### src/rtl/core_if_fetch_ctrl.sv
`default_nettype none
// ============================================================================
// Module : core_if_fetch_ctrl
// Brief  : IF fetch sequencer - credit-limited bus issue, PC tagging of
//          in-order responses, response buffer, flush with in-flight discard.
// Rev    : 1.0 - initial release
// ============================================================================
module core_if_fetch_ctrl #(
  parameter int PC_WIDTH   = 32,
  parameter int INST_WIDTH = 32,
  parameter int MAX_OUTST  = 2
) (
  input  logic                  clk,
  input  logic                  rst_n,
  input  logic                  i_pc_valid,
  output logic                  o_pc_ready,
  input  logic [PC_WIDTH-1:0]   i_pc,
  output logic                  o_icb_cmd_valid,
  input  logic                  i_icb_cmd_ready,
  output logic [PC_WIDTH-1:0]   o_icb_cmd_addr,
  input  logic                  i_icb_rsp_valid,
  output logic                  o_icb_rsp_ready,
  input  logic [INST_WIDTH-1:0] i_icb_rsp_rdata,
  input  logic                  i_icb_rsp_err,
  output logic                  o_inst_valid,
  input  logic                  i_inst_ready,
  output logic [INST_WIDTH-1:0] o_inst,
  output logic [PC_WIDTH-1:0]   o_inst_pc,
  output logic                  o_inst_err,
  input  logic                  i_pipe_flush_req,
  output logic                  o_busy
);

  localparam int                 c_CNT_W   = $clog2(MAX_OUTST + 1);
  localparam int                 c_PTR_W   = (MAX_OUTST > 1) ? $clog2(MAX_OUTST) : 1;
  localparam logic [c_CNT_W-1:0] c_CNT_ONE = c_CNT_W'(1);
  localparam logic [c_CNT_W-1:0] c_CNT_MAX = c_CNT_W'(MAX_OUTST);
  localparam logic [c_CNT_W:0]   c_SUM_MAX = (c_CNT_W + 1)'(MAX_OUTST);
  localparam logic [c_PTR_W-1:0] c_PTR_ONE = c_PTR_W'(1);
  localparam logic [c_PTR_W-1:0] c_PTR_LST = c_PTR_W'(MAX_OUTST - 1);

  logic [c_CNT_W-1:0]    r_outst_cnt, r_disc_cnt, r_fifo_cnt;
  logic [c_PTR_W-1:0]    r_tq_wr, r_tq_rd, r_df_wr, r_df_rd;
  logic [PC_WIDTH-1:0]   r_tq_pc   [MAX_OUTST];
  logic [INST_WIDTH-1:0] r_df_inst [MAX_OUTST];
  logic [PC_WIDTH-1:0]   r_df_pc   [MAX_OUTST];
  logic                  r_df_err  [MAX_OUTST];

  logic w_flush, w_credit, w_issue, w_rsp, w_keep, w_pop;

  function automatic logic [c_PTR_W-1:0] f_inc(input logic [c_PTR_W-1:0] p);
    return (p == c_PTR_LST) ? '0 : p + c_PTR_ONE;
  endfunction

  // Credit uses only registered counts, so a same-cycle pop never frees a slot.
  assign w_flush  = i_pipe_flush_req;
  assign w_credit = ({1'b0, r_outst_cnt} + {1'b0, r_fifo_cnt}) < c_SUM_MAX;

  assign o_icb_cmd_valid = i_pc_valid & w_credit & ~w_flush;
  assign o_icb_cmd_addr  = i_pc;
  assign o_pc_ready      = i_icb_cmd_ready & w_credit & ~w_flush;
  assign o_icb_rsp_ready = 1'b1;

  assign w_issue = o_icb_cmd_valid & i_icb_cmd_ready;
  assign w_rsp   = i_icb_rsp_valid;
  assign w_keep  = w_rsp & (r_disc_cnt == '0) & ~w_flush;
  assign w_pop   = o_inst_valid & i_inst_ready & ~w_flush;

  assign o_inst_valid = (r_fifo_cnt != '0);
  assign o_inst       = r_df_inst[r_df_rd];
  assign o_inst_pc    = r_df_pc[r_df_rd];
  assign o_inst_err   = r_df_err[r_df_rd];
  assign o_busy       = (r_outst_cnt != '0) | (r_fifo_cnt != '0);

  always_ff @(posedge clk or negedge rst_n) begin
    if (!rst_n) begin
      r_outst_cnt <= '0;
      r_disc_cnt  <= '0;
      r_fifo_cnt  <= '0;
      r_tq_wr     <= '0;
      r_tq_rd     <= '0;
      r_df_wr     <= '0;
      r_df_rd     <= '0;
    end else begin
      r_outst_cnt <= r_outst_cnt + c_CNT_W'(w_issue) - c_CNT_W'(w_rsp);
      if (w_flush) begin
        // outst_cnt already counts older pending discards, so this stays exact
        r_disc_cnt <= r_outst_cnt - c_CNT_W'(w_rsp);
        r_fifo_cnt <= '0;
        r_tq_wr    <= '0;
        r_tq_rd    <= '0;
        r_df_wr    <= '0;
        r_df_rd    <= '0;
      end else begin
        if (w_rsp && (r_disc_cnt != '0)) begin
          r_disc_cnt <= r_disc_cnt - c_CNT_ONE;
        end
        r_fifo_cnt <= r_fifo_cnt + c_CNT_W'(w_keep) - c_CNT_W'(w_pop);
        if (w_issue) r_tq_wr <= f_inc(r_tq_wr);
        if (w_keep) begin
          r_tq_rd <= f_inc(r_tq_rd);
          r_df_wr <= f_inc(r_df_wr);
        end
        if (w_pop) r_df_rd <= f_inc(r_df_rd);
      end
    end
  end

  always_ff @(posedge clk) begin
    if (w_issue) r_tq_pc[r_tq_wr] <= i_pc;
  end

  always_ff @(posedge clk or negedge rst_n) begin
    if (!rst_n) begin
      for (int i = 0; i < MAX_OUTST; i++) begin
        r_df_inst[i] <= '0;
        r_df_pc[i]   <= '0;
        r_df_err[i]  <= 1'b0;
      end
    end else if (w_keep) begin
      r_df_inst[r_df_wr] <= i_icb_rsp_rdata;
      r_df_pc[r_df_wr]   <= r_tq_pc[r_tq_rd];
      r_df_err[r_df_wr]  <= i_icb_rsp_err;
    end
  end

  a_outst_ovf: assert property (@(posedge clk) disable iff (!rst_n)
    !(w_issue && !w_rsp && (r_outst_cnt == c_CNT_MAX)));
  a_outst_udf: assert property (@(posedge clk) disable iff (!rst_n)
    !(w_rsp && (r_outst_cnt == '0)));
  a_fifo_ovf: assert property (@(posedge clk) disable iff (!rst_n)
    !(w_keep && !w_pop && (r_fifo_cnt == c_CNT_MAX)));

endmodule
`default_nettype wire

### config.mk
export PLATFORM = sky130hd
export DESIGN_NAME = core_if_fetch_ctrl
export DESIGN_NICKNAME = d
export VERILOG_FILES = /design/src/rtl/core_if_fetch_ctrl.sv
export SDC_FILE = /design/constraint.sdc
export NUM_CORES = 1
export LEC_CHECK = 0
export ABC_AREA = 0
export BUFFER_PORTS_ARGS = -buffer_cell sky130_fd_sc_hd__buf_4
export CORE_MARGIN = 1.5
export CORE_UTILIZATION = 30
export CTS_CLUSTER_DIAMETER = 40
export DETAILED_ROUTE_END_ITERATION = 8
export SLEW_MARGIN = 20
export SYNTH_ARGS = -nofsm -noshare
export SYNTH_HDL_FRONTEND = slang
export SYNTH_SLANG_ARGS = --single-unit
### constraint.sdc
create_clock -name clk -period 3.2 [get_ports clk]
set_input_delay 0.48 -clock clk [delete_from_list [all_inputs] [get_ports clk]]
set_output_delay 0.48 -clock clk [all_outputs]
set_load 0.01 [all_outputs]
==> results of run 1 <==
[cell usage after synthesis, drive strengths merged]
master,instances
and4bb,1
and2,2
mux2,131
nand3,1
or2,1
inv,6
nor4b,2
a21oi,32
nand4b,1
o311ai,2
nor2,39
fa,1
xor2,5
conb,1
xnor2,3
mux2i,33
and3,1
clkbuf,4
dfrtp,140
ha,6
nor3,1
buf,62
o21ai,34
nor2b,2
or3,1
nand2,37
edfxtp,64
[metal layers]
layer,part of all wire,vias up,GRT usage
met5,0,-,0
met4,0.021,0,0.0325
met3,0.058,35,0.0256
met2,0.48,150,0.201
met1,0.44,2449,0.143
li1,-,2450,-
[registers in the layout, summed over array words and instances, names as in the netlist, 2 cells and up]
| signal | count |
|---|---|
| r_df_err | 2 |
| r_disc_cnt | 2 |
| r_fifo_cnt | 2 |
| r_df_pc | 64 |
| r_outst_cnt | 2 |
| r_tq_pc | 64 |
| r_df_inst | 64 |
[stage by stage]
| step | hold slack [ns] | cells |
|---|---|---|
| after global placement | 0.457 | 1108 |
| after floorplan | 0.184 | 613 |
| after global routing | 0.107 | 1167 |
| after CTS | 0.109 | 1167 |
| after detailed placement | 0.465 | 1108 |
| final | 0.134 | 1167 |
[cells by family after synthesis]
| kind of cell | synth area share |
|---|---|
| and+or+nand+nor | 0.0454 |
| buffers and inverters | 0.0537 |
| muxes | 0.210 |
| xor gates and xnor gates | 0.00815 |
| other | 0.000436 |
| adders and majority gates | 0.0111 |
| AOI/OAI and AO/OA | 0.0404 |
| DFF | 0.631 |
[how the worst min path moves through the flow]
stage                                       start                       end  slack, ns  cells past startpoint
after global placement     r_df_pc[6]$_DFFE_PN0P_    r_df_pc[6]$_DFFE_PN0P_       0.46                      2
final                                    i_pc[21]  r_tq_pc[0][21]$_DFFE_PP_       0.13                      1
after floorplan                             rst_n   r_df_err[0]$_DFFE_PN0P_       0.18                      0
after global routing                     i_pc[20]  r_tq_pc[0][20]$_DFFE_PP_       0.11                      1
after CTS                                i_pc[20]  r_tq_pc[0][20]$_DFFE_PP_       0.11                      1
after detailed placement  r_df_pc[15]$_DFFE_PN0P_   r_df_pc[15]$_DFFE_PN0P_       0.46                      2
[power breakdown]
part | internal [mW] | leakage (nW) | total, mW | switching, mW
clock | 2.25 | 0.544 | 3.49 | 1.24
combinational | 1.71 | 1.95 | 2.98 | 1.28
sequential | 3.44 | 2.32 | 3.88 | 0.436
[placed cells by master (no fill, tap or decap), types with 3 or more instances in the layout]
cell type,Yosys,layout
sky130_fd_sc_hd__buf_4,33,179
sky130_fd_sc_hd__dfrtp_1,140,138
sky130_fd_sc_hd__mux2_2,128,128
sky130_fd_sc_hd__edfxtp_1,64,64
sky130_fd_sc_hd__nor2_1,39,38
sky130_fd_sc_hd__nand2_1,37,37
sky130_fd_sc_hd__o21ai_0,33,33
sky130_fd_sc_hd__mux2i_1,33,33
sky130_fd_sc_hd__a21oi_1,32,32
sky130_fd_sc_hd__clkbuf_16,0,32
sky130_fd_sc_hd__inv_1,6,6
sky130_fd_sc_hd__ha_1,6,6
sky130_fd_sc_hd__inv_6,0,6
sky130_fd_sc_hd__xor2_1,5,5
sky130_fd_sc_hd__clkinv_2,0,5
sky130_fd_sc_hd__bufinv_16,0,5
sky130_fd_sc_hd__clkinv_4,0,4
sky130_fd_sc_hd__xnor2_1,3,3
sky130_fd_sc_hd__mux2_1,3,3
sky130_fd_sc_hd__clkbuf_1,4,3
sky130_fd_sc_hd__buf_12,0,3
[cell type report]
| type | instances | area [um^2] |
|---|---|---|
| tap | 378 | 473 |
| fill | 2698 | 16800 |
| clock inverter | 23 | 284 |
| sequential | 204 | 5430 |
| multi-input combinational | 337 | 2730 |
| inverter | 6 | 22.5 |
| clock buffer | 35 | 812 |
| timing repair buffer | 184 | 1430 |
[worst max-delay path, delay by kind of cell, from the launching register on]
kind          cells  cell delay, ns
simple gates      2            0.57
flops             1            0.40
fa+ha+maj         1            0.48
buf+inv           1            0.19
==> qor_table.md, run 1 <==
| Quantity | Value |
|:---|:---|
| Crit path launch type | register |
| Max H-tree Level | 1 |
| Number of distinct library cells after synthesis | 32 |
| CTS clock-pin slew for the worst setup and hold paths | 0.05 ns |
| Fraction of synthesized cell area taken by the top area cell type | 0.407 |
| 1st-pass router iterations | 4 |
| Post-detailed-routing wire length | 17200 um |
| Total non-filler cell area in the finished layout | 11200 um^2 |
| Diode count | 0 |
| Count of final setup violators | 0 |
| CTS root buf | sky130_fd_sc_hd__clkbuf_16 |
| Worst setup path category | register to output port |
| Clock buffer count from CTS | 31 |
| Antenna violations before repair | 0 |
| Synth Cell Area | 8600 um^2 |
| Outcome | finished, final reports clean |
| Std-Cell Core Area | 28000 um^2 |
| Number of global-route vias before repair | 5219 |
| Mean number of vias per cell | 4.36 |
| Layout cell share with drive strength beyond 1 | 0.473 |
| Effective utilization at floorplan | 0.307 |
| Maximum number of pins on one net before global-route repair | 68 |
| Worst-Margin Slew | 1.10 ns |
| Final core utilization | 0.399 |
| Total via count after detailed routing | 5084 |
| Worst path cell trace | and2_1 > fa_1 > nor4b_1 > buf_4 |
| Final nets | 843 |
| Element type at the critical path end | output port |
| Sum of negative setup slack | 0 ns |
| Bufs on Longest Clock Path | 3 |
| Setup slack of the critical path after layout | 0.550 ns |
| Relative area change from synthesis to final layout | 30.0% |
| Quantity of I/O buffers inserted on ports | 172 |
| Critical register-to-register path endpoint | r_tq_pc[0][6]$_DFFE_PP_ |
| Drt wl/cell | 14.8 um |
| # clock sinks | 204 |
| Die Span X | 172 um |
| Sequential area share after synthesis | 0.631 |
| Yosys warning total | 0 |
| Number of failing hold endpoints at the final stage | 0 |
| Origin of the critical flop-to-flop path | r_outst_cnt[0]$_DFF_PN0_ |
| Total power density per cell area | 926 nW/um^2 |
| DIE HEIGHT | 172 um |
| Pwr Total | 10.4 mW |
| Placer Congestion | 0.739 |
| Hold-fix buffers, CTS | 1 |
| Required time at the worst-slack endpoint | 2.72 ns |
| Cells taking the most area after synthesis | sky130_fd_sc_hd__dfrtp_1 (41%), sky130_fd_sc_hd__edfxtp_1 (22%), sky130_fd_sc_hd__mux2_2 (17%), sky130_fd_sc_hd__mux2i_1 (3.8%), sky130_fd_sc_hd__buf_4 (2.9%) |
| Setup skew after layout | 0.00946 ns |
| Setup repair after global routing missed its margin | no |
| Number of cell rows | 61 |
| Number of gates resized after CTS | 0 |
| Ports placed on the boundary | 174 |
| First-pass GRT wire length | 27000 um |
| Synth Net Count | 692 |
| Number of pins with negative max-slew slack in the final report | 0 |
| Mean Syn Cell Area | 14.0 um^2 |
| End point of the critical path | o_pc_ready |
| Critical-path maximum fanout | 4 |
| Final min period | 2.65 ns |
| Worst-Skew Late Latency | 0.54 ns |
| Max cap viols | 0 |
| Maximum cell stage delay along the critical path | 0.48 ns |
| Crit path arrival time | 2.17 ns |
| Worst-case vdd ir drop | 0.000402 V |
| Instance count of the mapped netlist | 613 |
| Total congestion overflow | 0 |
| DP HPWL | 10900 um |
| Top cell type by total area after synthesis | sky130_fd_sc_hd__dfrtp_1 |
| Post-placement setup slack | 0.697 ns |
| Combined global-route utilization of all metal layers | 0.116 |
| Worst hold-check path type | primary input to register |
| Slew margin rel. | 0.264 |
| Post-CTS repair timing setup buffer count | 0 |
| Worst setup path startpoint | r_outst_cnt[0]$_DFF_PN0_ |
| Cell with the largest stage delay on the worst path | sky130_fd_sc_hd__fa_1 |
| Post-DRT Antenna Nets | 0 |
| LEAKAGE | 4.81 nW |
| Cell count of the worst reg-to-reg path | 6 |
| Area after detailed placement | 10100 um^2 |
| Seq cells post-synth | 204 |
| Setup slack of the most critical reg-to-reg path | 0.70 ns |
| Die Footprint | 29700 um^2 |
| Remaining routing DRC violations | 0 |
| Highest attainable clock frequency | 0.377 GHz |
| TritonCTS clock tree | built |
| Drt first-iter violations | 159 |
| Fin crit share | 0.828 |
No activity file was read; power rests on OpenSTA's default activity.
==> inputs of run 2 (changes only) <==
==> constraint.sdc (replaced) <==
create_clock -name clk -period 2.7 [get_ports clk]
set_input_delay 0.405 -clock clk [delete_from_list [all_inputs] [get_ports clk]]
set_output_delay 0.405 -clock clk [all_outputs]
set_load 0.01 [all_outputs]
==> qor_table.md, run 2 (same netlist as run 1, synthesis figures left out) <==
| Quantity | Value |
|:---|:---|
| Outcome | finished, final reports clean |
| Fin crit share | 0.928 |
| Total via count after detailed routing | 5143 |
| DR WL met3 | 1150 um |
| Layout cell share with drive strength beyond 1 | 0.472 |
| Required time at the worst-slack endpoint | 2.30 ns |
| Met1 Routed Length | 7750 um |
| Effective utilization at floorplan | 0.307 |
| Area occupied by registers | 5430 um^2 |
| Crit path launch type | register |
| Highest attainable clock frequency | 0.399 GHz |
| Quantity of I/O buffers inserted on ports | 172 |
| Worst setup path category | register to output port |
| Clock buffer count from CTS | 34 |
| 1st-pass router iterations | 4 |
| Number of global-route vias before repair | 5266 |
| Combined global-route utilization of all metal layers | 0.120 |
| Largest registers in the final layout | r_df_inst x64, r_df_pc x64, r_tq_pc x64 |
| Total congestion overflow | 0 |
| Maximum number of pins on one net before global-route repair | 65 |
| Post-CTS repair timing setup buffer count | 0 |
| Setup repair after global routing missed its margin | no |
| Cell family with the largest share of critical-path delay | simple AND/OR/NAND/NOR gates |
| CTS root buf | sky130_fd_sc_hd__clkbuf_16 |
| Max H-tree Level | 2 |
| Drt wl/cell | 14.9 um |
| TritonCTS clock tree | built |
| Number of cell rows | 61 |
| Final nets | 846 |
| Placer Congestion | 0.727 |
| Drt first-iter violations | 224 |
| Multi-input gate area in the final layout | 2740 um^2 |
| Ports placed on the boundary | 174 |
| Element type at the critical path end | output port |
| Number of failing hold endpoints at the final stage | 0 |
| Critical-path maximum fanout | 4 |
| Setup skew after layout | 0.0112 ns |
| Count of final setup violators | 0 |
| First-pass GRT wire length | 27500 um |
| Bufs on Longest Clock Path | 3 |
| DIE HEIGHT | 172 um |
| Total power density per cell area | 1110 nW/um^2 |
| Final min period | 2.50 ns |
| Relative area change from synthesis to final layout | 31.6% |
| Slew margin rel. | 0.525 |
| Mean number of vias per cell | 4.40 |
| Worst-Margin Slew | 0.712 ns |
| Antenna violations before repair | 0 |
| Worst-Skew Late Latency | 0.48 ns |
| Max cap viols | 0 |
| Post-DRT Antenna Nets | 0 |
| Sum of negative setup slack | 0 ns |
| Worst path cell trace | and2_1 > fa_1 > nor4b_1 > buf_4 |
| Buffer and inverter count on the worst path | 1 |
| Most common library cell in the layout ignoring fill and taps | sky130_fd_sc_hd__buf_4 |
| Area after detailed placement | 10100 um^2 |
| Diode count | 0 |
| Die Span X | 172 um |
| # clock sinks | 204 |
| DP HPWL | 10800 um |
| Maximum cell stage delay along the critical path | 0.50 ns |
| Most frequent cells in the layout | sky130_fd_sc_hd__buf_4 (175), sky130_fd_sc_hd__dfrtp_1 (138), sky130_fd_sc_hd__mux2_2 (128), sky130_fd_sc_hd__edfxtp_1 (64), sky130_fd_sc_hd__nor2_1 (38) |
| Worst-case vdd ir drop | 0.000522 V |
| Top sig layer | met4 |
| Number of pins with negative max-slew slack in the final report | 0 |
| Std-Cell Core Area | 28000 um^2 |
| Post-Route Hold Slack | 0.106 ns |
| Count of filler cells inserted in the layout | 2662 |
| Crit path arrival time | 2.10 ns |
| Cell with the largest stage delay on the worst path | sky130_fd_sc_hd__fa_1 |
| Post-detailed-routing wire length | 17400 um |
| Sum of met2 wire segment lengths after detailed routing | 8080 um |
| Remaining routing DRC violations | 0 |
| Die Footprint | 29700 um^2 |
| LEAKAGE | 4.86 nW |
| Total non-filler cell area in the finished layout | 11300 um^2 |
| Worst hold-check path type | primary input to register |
| CTS clock-pin slew for the worst setup and hold paths | 0.05 ns |
run 2: cell count changes in the layout (fill, tap and decap cells not counted), sizes merged:
| cell | change |
|---|---|
| clkbuf | +11 |
| clkinv | -5 |
| inv | -5 |
| clkinvlp | +2 |
| bufinv | -1 |
run 2: final timing paths:
check	to	start	slack, ns	cells past startpoint
max in group asynchronous	r_tq_rd$_DFFE_PN0P_	rst_n	1.44	3
worst min register to register	r_df_pc[8]$_DFFE_PN0P_	r_df_pc[8]$_DFFE_PN0P_	0.47	2
worst max register to register	r_outst_cnt[1]$_DFF_PN0_	r_outst_cnt[0]$_DFF_PN0_	0.22	9
min in group asynchronous	r_df_inst[50]$_DFFE_PN0P_	rst_n	0.49	2
worst max-delay path	o_pc_ready	r_outst_cnt[0]$_DFF_PN0_	0.20	4
worst min-delay path	r_tq_pc[0][21]$_DFFE_PP_	i_pc[21]	0.11	1
run 2: what timing repair did:
action / CTS / global route
gates resized for setup: 0 / 1
setup endpoints to repair: 0 / 1
hold endpoints to repair: 60 / 0
hold buffers: 1 / 0
run 2: through the flow:
stage                     total power [mW]  cells  utilization  setup slack [ns]
after detailed placement              8.30   1108        0.361             0.215
after global routing                  13.3   1169        0.404            0.0422
after global placement                8.25   1108        0.361             0.243
after CTS                             12.8   1169        0.404             0.179
after floorplan                       6.71    613            -             0.149
final                                 12.6   1169        0.404             0.195
run 2: report_power, final:
part / internal (mW) / total [mW] / switching [mW]
Combinational: 2.05 / 3.65 / 1.60
Clock: 2.93 / 4.36 / 1.44
Sequential: 4.09 / 4.54 / 0.451
run 2: per-layer routing:
layer  GRT usage  vias up
met2       0.196      161
met1       0.151     2498
met4      0.0457        0
li1            -     2448
met3      0.0332       36
met5           0        -
run 2: layout make-up:
type	instances	area share
Tap cell	378	0.0418
Multi-Input combinational cell	337	0.242
Sequential cell	204	0.480
Clock buffer	46	0.0863
Clock inverter	14	0.0176
Inverter	6	0.00199
Timing Repair Buffer	184	0.130
==> inputs of run 3 (changes only) <==
==> constraint.sdc (replaced) <==
create_clock -name clk -period 2.59 [get_ports clk]
set_input_delay 0.3885 -clock clk [delete_from_list [all_inputs] [get_ports clk]]
set_output_delay 0.3885 -clock clk [all_outputs]
set_load 0.01 [all_outputs]
==> qor_table.md, run 3 (same netlist as run 1, synthesis figures left out) <==
| Quantity | Value |
|:---|:---|
| Multi-input gate area in the final layout | 2750 um^2 |
| Post-Route Hold Slack | 0.0870 ns |
| Total congestion overflow | 0 |
| Count of final setup violators | 0 |
| Switching Power | 3.76 mW |
| Area occupied by registers | 5430 um^2 |
| Worst hold-check path type | primary input to register |
| Combined global-route utilization of all metal layers | 0.125 |
| Buffer and inverter count on the worst path | 1 |
| Most frequent cells in the layout | sky130_fd_sc_hd__buf_4 (178), sky130_fd_sc_hd__dfrtp_1 (138), sky130_fd_sc_hd__mux2_2 (128), sky130_fd_sc_hd__edfxtp_1 (64) |
| Final min period | 2.51 ns |
| Remaining routing DRC violations | 0 |
| Count of cells along the worst hold path | 1 |
| Total via count after detailed routing | 5183 |
| Number of global-route vias before repair | 5411 |
| Fin crit share | 0.969 |
| Die Span X | 172 um |
| Highest attainable clock frequency | 0.398 GHz |
| Number of failing hold endpoints at the final stage | 0 |
| Diode count | 0 |
| Setup slack of the critical path after layout | 0.0801 ns |
| LEAKAGE | 4.93 nW |
| Relative area change from synthesis to final layout | 33.2% |
| Drt first-iter violations | 206 |
| Worst path cell trace | and2_1 > fa_1 > nor4b_4 > buf_4 |
| Bufs on Longest Clock Path | 3 |
| Cell with the largest stage delay on the worst path | sky130_fd_sc_hd__fa_1 |
| Largest registers in the final layout | r_df_inst x64, r_df_pc x64, r_tq_pc x64 |
| DP HPWL | 11600 um |
| 1st-pass router iterations | 5 |
| Worst-Skew Late Latency | 0.49 ns |
| CTS root buf | sky130_fd_sc_hd__clkbuf_16 |
| Setup slack of the most critical reg-to-reg path | 0.15 ns |
| Switching part of the total | 0.280 |
| Effective utilization at floorplan | 0.307 |
| DIE HEIGHT | 172 um |
| Maximum cell stage delay along the critical path | 0.53 ns |
| Clock network fraction of design power | 0.359 |
| Total power density per cell area | 1170 nW/um^2 |
| Clock buffer count from CTS | 36 |
| Origin of the critical flop-to-flop path | r_outst_cnt[0]$_DFF_PN0_ |
| Register share of total power | 0.355 |
| Critical register-to-register path endpoint | r_outst_cnt[1]$_DFF_PN0_ |
| Std-Cell Core Area | 28000 um^2 |
| Maximum number of pins on one net before global-route repair | 68 |
| Post-DRT Antenna Nets | 0 |
| First-pass GRT wire length | 28600 um |
| Most common library cell in the layout ignoring fill and taps | sky130_fd_sc_hd__buf_4 |
| Outcome | finished, final reports clean |
| Setup repair after global routing missed its margin | yes |
| Crit path arrival time | 2.12 ns |
| Element type at the critical path end | output port |
| Drt wl/cell | 15.5 um |
| Number of cell rows | 61 |
| Setup skew after layout | 0.00856 ns |
| Start point of the worst hold path | i_pc[30] |
| Worst-Margin Slew | 0.528 ns |
| Final nets | 852 |
| Crit path launch type | register |
| Count of filler cells inserted in the layout | 2642 |
| Post-detailed-routing wire length | 18300 um |
| CTS clock-pin slew for the worst setup and hold paths | 0.05 ns |
| Die Footprint | 29700 um^2 |
| Post-placement setup slack | 0.158 ns |
| Worst-case vdd ir drop | 0.000462 V |
| Cell count of the worst reg-to-reg path | 9 |
| Required time at the worst-slack endpoint | 2.20 ns |
| TritonCTS clock tree | built |
| # clock sinks | 204 |
| Quantity of I/O buffers inserted on ports | 172 |
| Placer Congestion | 0.743 |
| Slew margin rel. | 0.648 |
| Internal | 9.66 mW |
| Layout cell share with drive strength beyond 1 | 0.478 |
| Cell family with the largest share of critical-path delay | adder cells |
| Max H-tree Level | 2 |
| Comb power frac | 0.286 |
| Max cap viols | 0 |
| Number of pins with negative max-slew slack in the final report | 0 |
| Hold Path End | r_tq_pc[1][30]$_DFFE_PP_ |
| Antenna violations before repair | 0 |
| Critical-path maximum fanout | 4 |
| Worst setup path category | register to output port |
| Mean number of vias per cell | 4.40 |
| Ports placed on the boundary | 174 |
-- run 3: changes by cell type in the layout (fill, tap and decap cells not counted), sizes merged --
cell	delta
clkinv	+7
clkbuf	-2
clkinvlp	-1
bufinv	+1
buf	+4
inv	+1
-- run 3: worst max path at each step --
| stage | from | end | slack, ns | depth (start not counted) |
|---|---|---|---|---|
| after floorplan | r_outst_cnt[0]$_DFF_PN0_ | r_tq_pc[0][0]$_DFFE_PP_ | 0.04 | 5 |
| after global placement | r_outst_cnt[0]$_DFF_PN0_ | r_outst_cnt[1]$_DFF_PN0_ | 0.20 | 9 |
| after detailed placement | r_outst_cnt[0]$_DFF_PN0_ | r_outst_cnt[1]$_DFF_PN0_ | 0.16 | 9 |
| after CTS | r_outst_cnt[0]$_DFF_PN0_ | o_icb_cmd_valid | 0.07 | 4 |
| after global routing | r_outst_cnt[0]$_DFF_PN0_ | o_icb_cmd_valid | -0.006 | 4 |
| final | r_outst_cnt[0]$_DFF_PN0_ | o_icb_cmd_valid | 0.08 | 4 |
-- run 3: stage by stage --
stage                     cell area (um^2)   util  instances  setup TNS [ns]  total power [mW]
after global routing                 11500  0.409       1179        -0.00640              14.2
after detailed placement             10200  0.363       1111               0              8.68
after CTS                            11400  0.408       1178               0              13.6
after global placement               10200  0.363       1111               0              8.61
after floorplan                       8610      -        613               0              7.00
final                                11500  0.409       1179               0              13.4
-- run 3: repair_timing --
| action | 4_1_cts | 5_1_grt |
|---|---|---|
| gates resized for setup | 0 | 2 |
| hold buffers | 1 | 0 |
| endpoints found under the setup margin | 0 | 2 |
| setup buffers | 0 | 1 |
| hold endpoints to repair | 50 | 0 |
-- run 3: cell type report --
class                      count  share of cell area
clock buffer                  44              0.0867
multi-input combinational    337               0.240
timing repair buffer         188               0.133
inverter                       6             0.00197
tap                          378              0.0413
clock inverter                22              0.0233
sequential                   204               0.474
-- run 3: power groups by stage --
stage | registers [mW] | logic [mW] | clock network (mW)
floorplan | 4.61 | 2.38 | 0
detailed placement | 4.82 | 3.86 | 0
finish | 4.76 | 3.84 | 4.82
global placement | 4.78 | 3.83 | 0
CTS | 4.77 | 3.89 | 4.96
global route | 4.89 | 4.22 | 5.08
-- run 3: metal layers --
metal | track usage | vias to the layer above | share of wire | wire length [um]
met5 | 0 | - | 0 | 0
met3 | 0.0346 | 35 | 0.067 | 1220
met4 | 0.0423 | 0 | 0.023 | 423
met1 | 0.155 | 2518 | 0.44 | 8010
met2 | 0.210 | 160 | 0.47 | 8640
li1 | - | 2470 | - | -
-- run 3: worst reg2reg max path, stage by stage, from the launching register on --
cell and delay (ns):
sky130_fd_sc_hd__dfrtp_1 0.41, sky130_fd_sc_hd__and2_1 0.18, sky130_fd_sc_hd__fa_1 0.53, sky130_fd_sc_hd__nor4b_4 0.33, sky130_fd_sc_hd__nand2_1 0.12, sky130_fd_sc_hd__ha_1 0.28, sky130_fd_sc_hd__inv_1 0.04, sky130_fd_sc_hd__ha_1 0.18
sky130_fd_sc_hd__xnor2_1 0.17, sky130_fd_sc_hd__xnor2_1 0.13
